### config.mk
export PLATFORM = sky130hd
export DESIGN_NAME = stopwatch_ctrl_flat
export DESIGN_NICKNAME = d
export VERILOG_FILES = /design/src/rtl/stopwatch_if.sv /design/src/rtl/stopwatch_ctrl.sv /design/src/flat_wrapper.sv
export SDC_FILE = /design/constraint.sdc
export NUM_CORES = 1
export LEC_CHECK = 0
export CAP_MARGIN = 40
export CORE_MARGIN = 5
export CORE_UTILIZATION = 57
export CTS_BUF_LIST = sky130_fd_sc_hd__clkbuf_8
export CTS_CLUSTER_DIAMETER = 30
export DETAILED_ROUTE_END_ITERATION = 10
export PLACE_DENSITY = 0.91
export SETUP_SLACK_MARGIN = 0.02
export SYNTH_ARGS = -nofsm -noshare
export SYNTH_HDL_FRONTEND = slang
export SYNTH_SLANG_ARGS = --single-unit
### constraint.sdc
create_clock -name clk -period 2.9 [get_ports clk]
set_input_delay 0.435 -clock clk [delete_from_list [all_inputs] [get_ports clk]]
set_output_delay 0.435 -clock clk [all_outputs]
set_load 0.1 [all_outputs]
### src/rtl/stopwatch_if.sv
// Signal bundle between the stopwatch control FSM and its environment:
// rate tick, raw buttons and terminal flag in; counter strobes and state out.
interface stopwatch_if;
  logic       tick;
  logic       btn_start;
  logic       btn_reset;
  logic       btn_lap;
  logic       cnt_max;
  logic       count_pulse;
  logic       cnt_clr;
  logic       freeze;
  logic [2:0] state;

  modport master (
    output tick, btn_start, btn_reset, btn_lap, cnt_max,
    input  count_pulse, cnt_clr, freeze, state
  );

  modport slave (
    input  tick, btn_start, btn_reset, btn_lap, cnt_max,
    output count_pulse, cnt_clr, freeze, state
  );
endinterface

### src/rtl/stopwatch_ctrl.sv
// Stopwatch control: debounces start/reset/lap buttons and sequences
// the time counter (advance strobe, clear, lap display freeze).
module stopwatch_ctrl #(
  parameter int DEBOUNCE_LEN = 4
) (
  input logic        clk,
  input logic        rst_n,
  stopwatch_if.slave bus
);

  typedef enum logic [2:0] {
    IDLE  = 3'd0,
    RUN   = 3'd1,
    PAUSE = 3'd2,
    LAP   = 3'd3,
    DONE  = 3'd4
  } st_e;

  st_e  state_q;
  st_e  nxt;
  logic cnt_clr_q;
  logic freeze_q;
  logic counting;
  logic term;

  logic [2:0] raw;
  logic [2:0] press;

  assign raw = {bus.btn_lap, bus.btn_reset, bus.btn_start};

  // Level flips only after DEBOUNCE_LEN identical samples
  for (genvar i = 0; i < 3; i++) begin : g_db
    logic [DEBOUNCE_LEN-1:0] sh;
    logic                    lvl;
    logic                    prv;

    always_ff @(posedge clk or negedge rst_n) begin
      if (!rst_n) begin
        sh  <= '0;
        lvl <= 1'b0;
        prv <= 1'b0;
      end else begin
        sh  <= {sh[DEBOUNCE_LEN-2:0], raw[i]};
        if (&sh)
          lvl <= 1'b1;
        else if (~|sh)
          lvl <= 1'b0;
        prv <= lvl;
      end
    end

    assign press[i] = lvl & ~prv;
  end

  always_ff @(posedge clk or negedge rst_n) begin
    if (!rst_n)
      state_q <= IDLE;
    else
      state_q <= nxt;
  end

  assign counting = (state_q == RUN) | (state_q == LAP);
  assign term     = bus.tick & bus.cnt_max & counting;

  always_comb begin
    nxt = state_q;
    if (press[1]) begin
      nxt = IDLE;
    end else if (term) begin
      nxt = DONE;
    end else if (press[0]) begin
      unique case (state_q)
        IDLE:    nxt = RUN;
        RUN:     nxt = PAUSE;
        PAUSE:   nxt = RUN;
        LAP:     nxt = PAUSE;
        default: nxt = state_q;
      endcase
    end else if (press[2]) begin
      unique case (state_q)
        RUN:     nxt = LAP;
        LAP:     nxt = RUN;
        default: nxt = state_q;
      endcase
    end
  end

  always_comb begin
    bus.count_pulse = bus.tick & counting & ~bus.cnt_max;
  end

  always_ff @(posedge clk or negedge rst_n) begin
    if (!rst_n) begin
      cnt_clr_q <= 1'b0;
      freeze_q  <= 1'b0;
    end else begin
      cnt_clr_q <= press[1];
      freeze_q  <= (nxt == LAP);
    end
  end

  assign bus.cnt_clr = cnt_clr_q;
  assign bus.freeze  = freeze_q;
  assign bus.state   = state_q;

endmodule

### src/flat_wrapper.sv
// flat-port wrapper written by rule: the top's interface ports become plain ports
module stopwatch_ctrl_flat 
#(
  parameter int DEBOUNCE_LEN = 4
)
  (clk, rst_n, bus_tick, bus_btn_start, bus_btn_reset, bus_btn_lap, bus_cnt_max, bus_count_pulse, bus_cnt_clr, bus_freeze, bus_state);
  stopwatch_if bus_i ();
  input logic clk;
  input logic rst_n;
  input wire logic [$bits(bus_i.tick)-1:0] bus_tick;
  input wire logic [$bits(bus_i.btn_start)-1:0] bus_btn_start;
  input wire logic [$bits(bus_i.btn_reset)-1:0] bus_btn_reset;
  input wire logic [$bits(bus_i.btn_lap)-1:0] bus_btn_lap;
  input wire logic [$bits(bus_i.cnt_max)-1:0] bus_cnt_max;
  output wire logic [$bits(bus_i.count_pulse)-1:0] bus_count_pulse;
  output wire logic [$bits(bus_i.cnt_clr)-1:0] bus_cnt_clr;
  output wire logic [$bits(bus_i.freeze)-1:0] bus_freeze;
  output wire logic [$bits(bus_i.state)-1:0] bus_state;
  assign bus_i.tick = bus_tick;
  assign bus_i.btn_start = bus_btn_start;
  assign bus_i.btn_reset = bus_btn_reset;
  assign bus_i.btn_lap = bus_btn_lap;
  assign bus_i.cnt_max = bus_cnt_max;
  assign bus_count_pulse = bus_i.count_pulse;
  assign bus_cnt_clr = bus_i.cnt_clr;
  assign bus_freeze = bus_i.freeze;
  assign bus_state = bus_i.state;
  stopwatch_ctrl #(.DEBOUNCE_LEN(DEBOUNCE_LEN)) u_core (.clk(clk), .rst_n(rst_n), .bus(bus_i));
endmodule
Yosys cells after proc, flatten, opt, wreduce, memory -nomap -nowiden
Index checks and enable logic that the tools add are counted.

storage, ports and cells
  register bits after elaboration = 23
  logic and storage cells = 52

operators by class
  muxes and demuxes = 12
  equal/unequal tests = 7
  bitwise logic cells = 12
  reduce and logical (&&, ||, !) cells = 9

operators by type and width
  kind                  count
  $mux W3               4
  $pmux W3 S2           2
  $reduce_and A4 Y1     3
  $reduce_or A4 Y1      3
  $eq A3 B2 Y1 const B  3
  $and A1 B1 Y1         7
  $mux W1               6
  $ne A2 B1 Y1 const B  3
  $not A1 Y1            4
  $reduce_or A2 Y1      2
  $eq A3 B1 Y1 const B  1
  $logic_not A3 Y1      1
  $or A1 B1 Y1          1

Depth between registers and ports, before layout
Gate-level depths: netlist (run 1).

  depth in word-level cells = 7
  mapped depth = 3

Worst setup path after synthesis (run 1)
Ideal clock, no wire load.

  path type = register -> output
  start point = register u_core.state_q[0], in the netlist u_core.bus.state[0]
  end point = output bus_count_pulse
  slack = -1.055 ns
  arrival = 3.520 ns
  data required time = 2.465 ns
  stages on the path, launching flop included = 3
  path through = dfrtp_1 -> or2b_1 -> nor3b_1

between the ends
  longest elaborated chain between the ends = 4
  elaborated cells between the ends (all ways) = 5
  those cells by class = eq/ne (2); bitwise (3)

RTL lines
  what                                                 line                  source
  from (decl)                                          stopwatch_ctrl.sv:19  st_e state_q;
  from (signal assigned)                               stopwatch_ctrl.sv:59  state_q <= nxt;
  $eq A3 B1 Y1 / $eq A3 B2 Y1 (equally long branches)  stopwatch_ctrl.sv:62  assign counting = (state_q == RUN) | (state_q == LAP);
  $or A1 B1 Y1 (*)                                     stopwatch_ctrl.sv:62
  $and A1 B1 Y1 (*) (2 in a row)                       stopwatch_ctrl.sv:89  bus.count_pulse = bus.tick & counting & ~bus.cnt_max;
  to (decl)                                            flat_wrapper.sv:15    output wire logic [$bits(bus_i.count_pulse)-1:0] bus_count_pulse;

Every way passes the cells marked *; elsewhere a longest branch is shown, timed or not.

Final worst setup path (run 1)
Same ends and word-level chain as after synthesis.

==> results of run 1 <==
cell usage in the layout (no fill, tap or decap):
master	count
or3_1	3
nor2b_4	1
nor3b_4	1
a31o_1	1
nor2_1	5
nor3b_1	2
buf_4	6
a31oi_1	5
buf_8	1
xnor2_1	2
a21oi_1	3
inv_1	1
nor2b_1	3
nand2_1	2
clkdlybuf4s50_1	6
o22a_1	1
nand2b_1	1
clkbuf_8	3
or2b_1	1
o21ai_0	1
nor4_2	1
dfrtp_1	23
flip-flops by register name, summed over array words and instances, names as in the netlist:
register            count
u_core.g_db.sh         12
u_core.g_db.lvl         3
u_core.bus.freeze       1
u_core.bus.cnt_clr      1
u_core.g_db.prv         3
u_core.bus.state        3
path summary, 6_finish.rpt:
kind,endpoint,cells after the start
max,bus_count_pulse,3
min,u_core.bus.cnt_clr,1
max reg2reg,u_core.bus.freeze,3
min reg2reg,u_core.g_db[0].sh[2],0
max in group asynchronous,u_core.g_db[1].sh[2],2
min in group clk,u_core.g_db[0].sh[2],0
routing by layer:
| layer | share of wire (%) | wire (um) |
|---|---|---|
| met1 | 39 | 538 |
| met2 | 49 | 678 |
| met3 | 6.9 | 95 |
| met4 | 4.2 | 57 |
| met5 | 0 | 0 |
power by group through the flow:
stage                     combinational [mW]  clock, mW  sequential (mW)
after global placement                 0.313          0            0.406
after floorplan                       0.0939          0            0.555
final                                  0.321      0.186            0.404
after detailed placement               0.322          0            0.408
after CTS                              0.323      0.189            0.402
after global routing                   0.334      0.201            0.409
cell type report:
class | instances | area [sq um] | share of cell area [%]
multi-input cells | 33 | 224.0 | 22.77
clock inverters | 1 | 3.754 | 0.3817
well taps | 15 | 18.77 | 1.908
repair buffers | 13 | 120.1 | 12.21
flip-flops and latches | 23 | 575.6 | 58.52
clock buffers | 3 | 41.29 | 4.198
kinds of logic after synthesis:
| kind of cell | Yosys count | share of synthesized area, % |
|---|---|---|
| flops | 23 | 73.02 |
| simple gates | 20 | 16.03 |
| compound gates | 11 | 8.729 |
| xor+xnor | 2 | 2.223 |
per-stage QoR:
stage               hold slack (ns)  cell area (sq um)  std cells  worst slack [ns]
floorplan                    0.1394              799.5         56            0.2799
global placement             0.3647              923.4         83             1.055
detailed placement           0.3626              938.4         84            0.9943
CTS                          0.3818              983.4         88            0.8869
global route                 0.3875              983.4         88            0.8421
finish                       0.3806              983.4         88            0.8848
==> reports/results.tsv, run 1 <==
metric	value	unit
clk_skew	0.002913	ns
Synth Instances	56	
count leader, synth	dfrtp_1	
io pins	13	
Total Power	0.9111	mW
CTS Buffer Depth	2	
Power Density	926.5	nW/um^2
# nets final	81	
global-route wire length before repair	2194	um
P_leak	0.4408	nW
wire per inst	15.57	um
Clock transition at path regs	0.07	ns
area leader, netlist	dfrtp_1	
unrepaired setup endpoints after global routing	false	
GR Layer Usage met1	15.75	%
critical path class	reg -> out	
Max Fanout on Critical Path	7	
post-CTS setup buffers	0	
largest net degree at the start of global routing	22	
final hold violation count	0	
status	complete, no violations	
antenna violations before repair	0	
Power Internal	0.5410	mW
slowest CP cell	dfrtp_1	
DP HPWL	976.8	um
grt met2 use	26.83	%
CP startpoint	u_core.bus.state[0]	
largest stage delay on the critical path	0.47	ns
Overflow after GRT	0	
#FFs+latches synth	23	
row cnt	13	
Die ar.	2226	sq um
effective utilization at floorplan	60.58	%
port buffer count	12	
clk root buf	clkbuf_8	
asr flop ratio synth	100.0	%
Slew @ Worst Pin	0.2798	ns
count of unique library cells instantiated by Yosys	16	
final worst path period share	69.49	%
max frequency	496.2	MHz
Tmin final	2.015	ns
Core Util, Final	75.58	%
Max Cap Viol	0	
Hold Buf Count CTS	0	
peak supply drop	451.7	uV
global placer's final weighted congestion	0.7451	
n_diodes	0	
ys flop type	dfrtp_1	
R2R Path Start	u_core.bus.state[0]	
Setup-failing EPs final	0	
synthesized area per cell	14.08	sq um
CP Cell Sequence	or2b_1, nor3b_4, buf_4	
Core Area	1301	sq um
number of global-route vias before repair	540	
Clock Sinks	23	
Resized Gates After CTS	0	
fillers	78	
Worst Setup Start Kind	flip-flop	
Worst path top cell family by delay	simple AND/OR/NAND/NOR gates	
sequential share of power	44.3	%
Post-synth EDFFs	0	
M3 GR Usage	3.448	%
CTS buffer count	3	
TritonCTS clock tree	built	
Hold Crit Class	in -> async	
Die Width	47.19	um
Combinational Power Share	35.3	%
pins over their slew limit	0	
clock network power share	20.4	%
initial DRC count	9	
fraction of layout cells with a size suffix above 1	17.81	%
GRT busiest layer	met2	
Worst Path Buf+Inv	1	
Switch Pwr	0.3702	mW
total track usage	15.43	%
Sw Ratio	40.63	%
Synth area leaders	dfrtp_1, a31oi_1, nor3b_1	
sequential share of the synthesized area	73.02	%
Synth-to-Final Area Change	24.76	%
Slew HR	81.50	%
setup TNS	0	ns
synth warn	0	
Critical Path AT	1.58	ns
Post-Route WL	1370	um
# DRC	0	
R2R Setup Slk	1.65	ns
H-tree depth	1	
Synth top area share	73.02	%
drt pass-1 iters	3	
Worst Path Required	2.47	ns
via count	513	
Synthesized Nets	63	
clk_lat worst skew	0.26	ns
antenna-violating nets left	0	
Via density	5.830	
Mapped Area	788.3	sq um
critical path endpoint category	output port	
Die Ht	47.19	um
Synth top cells by count	dfrtp_1, a31oi_1, nor2_1	
(Power assumes the default switching activity.)
==> run 2, diff against run 1 <==
--- a/config.mk
+++ b/config.mk
@@ -7,11 +7,11 @@
 export LEC_CHECK = 0
 export CAP_MARGIN = 40
 export CORE_MARGIN = 5
-export CORE_UTILIZATION = 57
+export CORE_UTILIZATION = 53
 export CTS_BUF_LIST = sky130_fd_sc_hd__clkbuf_8
 export CTS_CLUSTER_DIAMETER = 30
 export DETAILED_ROUTE_END_ITERATION = 10
-export PLACE_DENSITY = 0.91
+export PLACE_DENSITY = 0.85
 export SETUP_SLACK_MARGIN = 0.02
 export SYNTH_ARGS = -nofsm -noshare
 export SYNTH_HDL_FRONTEND = slang
==> constraint.sdc (replaced) <==
create_clock -name clk -period 2.05 [get_ports clk]
set_input_delay 0.3075 -clock clk [delete_from_list [all_inputs] [get_ports clk]]
set_output_delay 0.3075 -clock clk [all_outputs]
set_load 0.1 [all_outputs]
==> run 2 against run 1 <==
Effect of this change: via count shrank 1.6%; total power grew 43%; non-clock buffer count is the same; routed wire length shrank 3.4%; setup slack lost 0.63 ns; sequential power grew 45%; count of clock-buffer cells in the layout is the same; register-to-register slack lost 0.85 ns; sequential cell count is the same; largest cell class unchanged; largest power group unchanged.
==> reports/results.tsv, run 2 (synthesized netlist as in run 1, its figures left out) <==
metric	value	unit	change
total track usage	13.00	%	-2.4 points
critical path class	reg -> out		
Hold Crit Class	in -> async		
Clock transition at path regs	0.07	ns	about the same
WL met1	522	um	-3.0%
P_leak	0.4367	nW	-0.93%
Clock Sinks	23		unchanged
reg2reg end	u_core.bus.freeze		
port buffer count	12		unchanged
pins over their slew limit	0		unchanged
status	complete, no violations		
Die Width	48.57	um	+2.9%
CTS Buffer Depth	2		unchanged
Worst Path Required	1.74	ns	-0.73 ns
clk_skew	0.002138	ns	-0.0007745 ns
Synth-to-Final Area Change	26.67	%	
global placer's final weighted congestion	0.8172		+9.7%
drt pass-1 iters	4		+1
antenna-violating nets left	0		unchanged
critical path endpoint category	output port		
max frequency	556.4	MHz	
# nets final	81		unchanged
Hold Buf Count CTS	0		unchanged
Largest Register	u_core.g_db.sh		
Critical Path AT	1.49	ns	-0.09 ns
post-route cell area	998.5	sq um	+1.5%
Tmin final	1.797	ns	
clk root buf	clkbuf_8		
Power Density	1304	nW/um^2	+41%
met3 wire length	113	um	+19%
# DRC	0		unchanged
Core Area	1454	sq um	+12%
Slew @ Worst Pin	0.2716	ns	-0.008225 ns
peak supply drop	616.3	uV	+36%
most frequent cells in the layout	dfrtp_1, clkdlybuf4s50_1, buf_4, a31oi_1, nor2_1		
Post-Route WL	1323	um	-3.4%
Core Util, Final	68.67	%	-6.9 points
Via density	5.674		-2.7%
post-CTS setup buffers	0		unchanged
CTS buffer count	3		unchanged
H-tree depth	1		unchanged
largest net degree at the start of global routing	24		+9.1%
initial DRC count	8		-1
CP startpoint	u_core.bus.state[2]		
Largest register FFs	12		unchanged
final worst path period share	87.68	%	
n_diodes	0		unchanged
effective utilization at floorplan	54.22	%	-6.4 points
Overflow after GRT	0		unchanged
number of global-route vias before repair	556		+3.0%
metal2 WL	660	um	-2.7%
clk_lat worst skew	0.26	ns	about the same
Max Cap Viol	0		unchanged
Resized Gates After CTS	0		unchanged
fillers	113		+45%
commonest non-fill, non-tap cell in the layout	dfrtp_1		
Layout Cells excl Fill	89		+1.1%
final hold violation count	0		unchanged
uppermost routed layer	met4		
TritonCTS clock tree	built		
Setup-failing EPs final	0		unchanged
R2R cell count	3		unchanged
unrepaired setup endpoints after global routing	false		
dpl cell area	952.2	sq um	+1.5%
setup TNS	0	ns	unchanged
Max Fanout on Critical Path	6		-1
Die Ht	48.57	um	+2.9%
wire per inst	14.87	um	-4.5%
antenna violations before repair	0		unchanged
R2R Path Start	u_core.bus.state[0]		
R2R Setup Slk	0.80	ns	-0.85 ns
via count	505		-1.6%
global-route wire length before repair	2408	um	+9.8%
Worst Setup Start Kind	flip-flop		
DP HPWL	933.3	um	-4.5%
Die ar.	2359	sq um	+5.9%
io pins	13		unchanged
CP endpoint	bus_count_pulse		
Slew HR	81.89	%	+0.40 points
row cnt	14		+1
fraction of layout cells with a size suffix above 1	21.92	%	+4.1 points
Placed Cells	85		+1.2%
run 2: cell count changes in the layout (fill, tap and decap cells not counted):
cell,change
dfrtp_4,+2
inv_1,-1
dfrtp_1,-2
clkinv_2,+1
buf_8,-1
buf_12,+1
run 2: stage by stage:
stage	total power, mW	setup WS, ns	hold slack, ns
detailed placement	1.048	0.4916	0.3687
finish	1.302	0.2526	0.3876
global route	1.366	0.1847	0.4117
CTS	1.315	0.2364	0.3949
floorplan	0.9304	-0.04048	0.01191
global placement	1.039	0.5093	0.3660
run 2: layer usage:
metal  vias to the layer above  GRT usage [%]
li1                        227              -
met1                       253          15.15
met2                        21          20.65
met3                         4          3.988
met4                         0          8.072
met5                         -              0
run 2: final cells by class:
cell class	count	area [sq um]	share of cell area (%)
sequential	23	583.1	58.40
multi-input combinational	33	224.0	22.43
timing repair buffer	13	125.1	12.53
clock buffer	3	41.29	4.135
tap	16	20.02	2.005
clock inverter	1	5.005	0.5013
run 2: how the worst min path moves through the flow:
stage / startpoint / endpoint / slack, ns / cells past startpoint
floorplan: rst_n / u_core.bus.cnt_clr / 0.01 / 0
global placement: u_core.g_db[0].sh[1] / u_core.g_db[0].sh[2] / 0.37 / 0
detailed placement: u_core.g_db[1].sh[1] / u_core.g_db[1].sh[2] / 0.37 / 0
CTS: u_core.g_db[1].sh[1] / u_core.g_db[1].sh[2] / 0.39 / 0
global route: u_core.g_db[1].sh[1] / u_core.g_db[1].sh[2] / 0.41 / 0
finish: rst_n / u_core.bus.cnt_clr / 0.39 / 2
run 2: power by group:
part           switching, mW  internal, mW  total (mW)
registers             0.0671         0.517       0.584
clock network          0.130         0.135       0.266
logic                  0.321         0.131       0.452
total                  0.518         0.784        1.30
run 2: worst max-delay path, stage by stage, from the launching register on:
cell     delay, ns
dfrtp_4       0.52
or2b_1        0.29
nor3b_4       0.22
buf_12        0.20
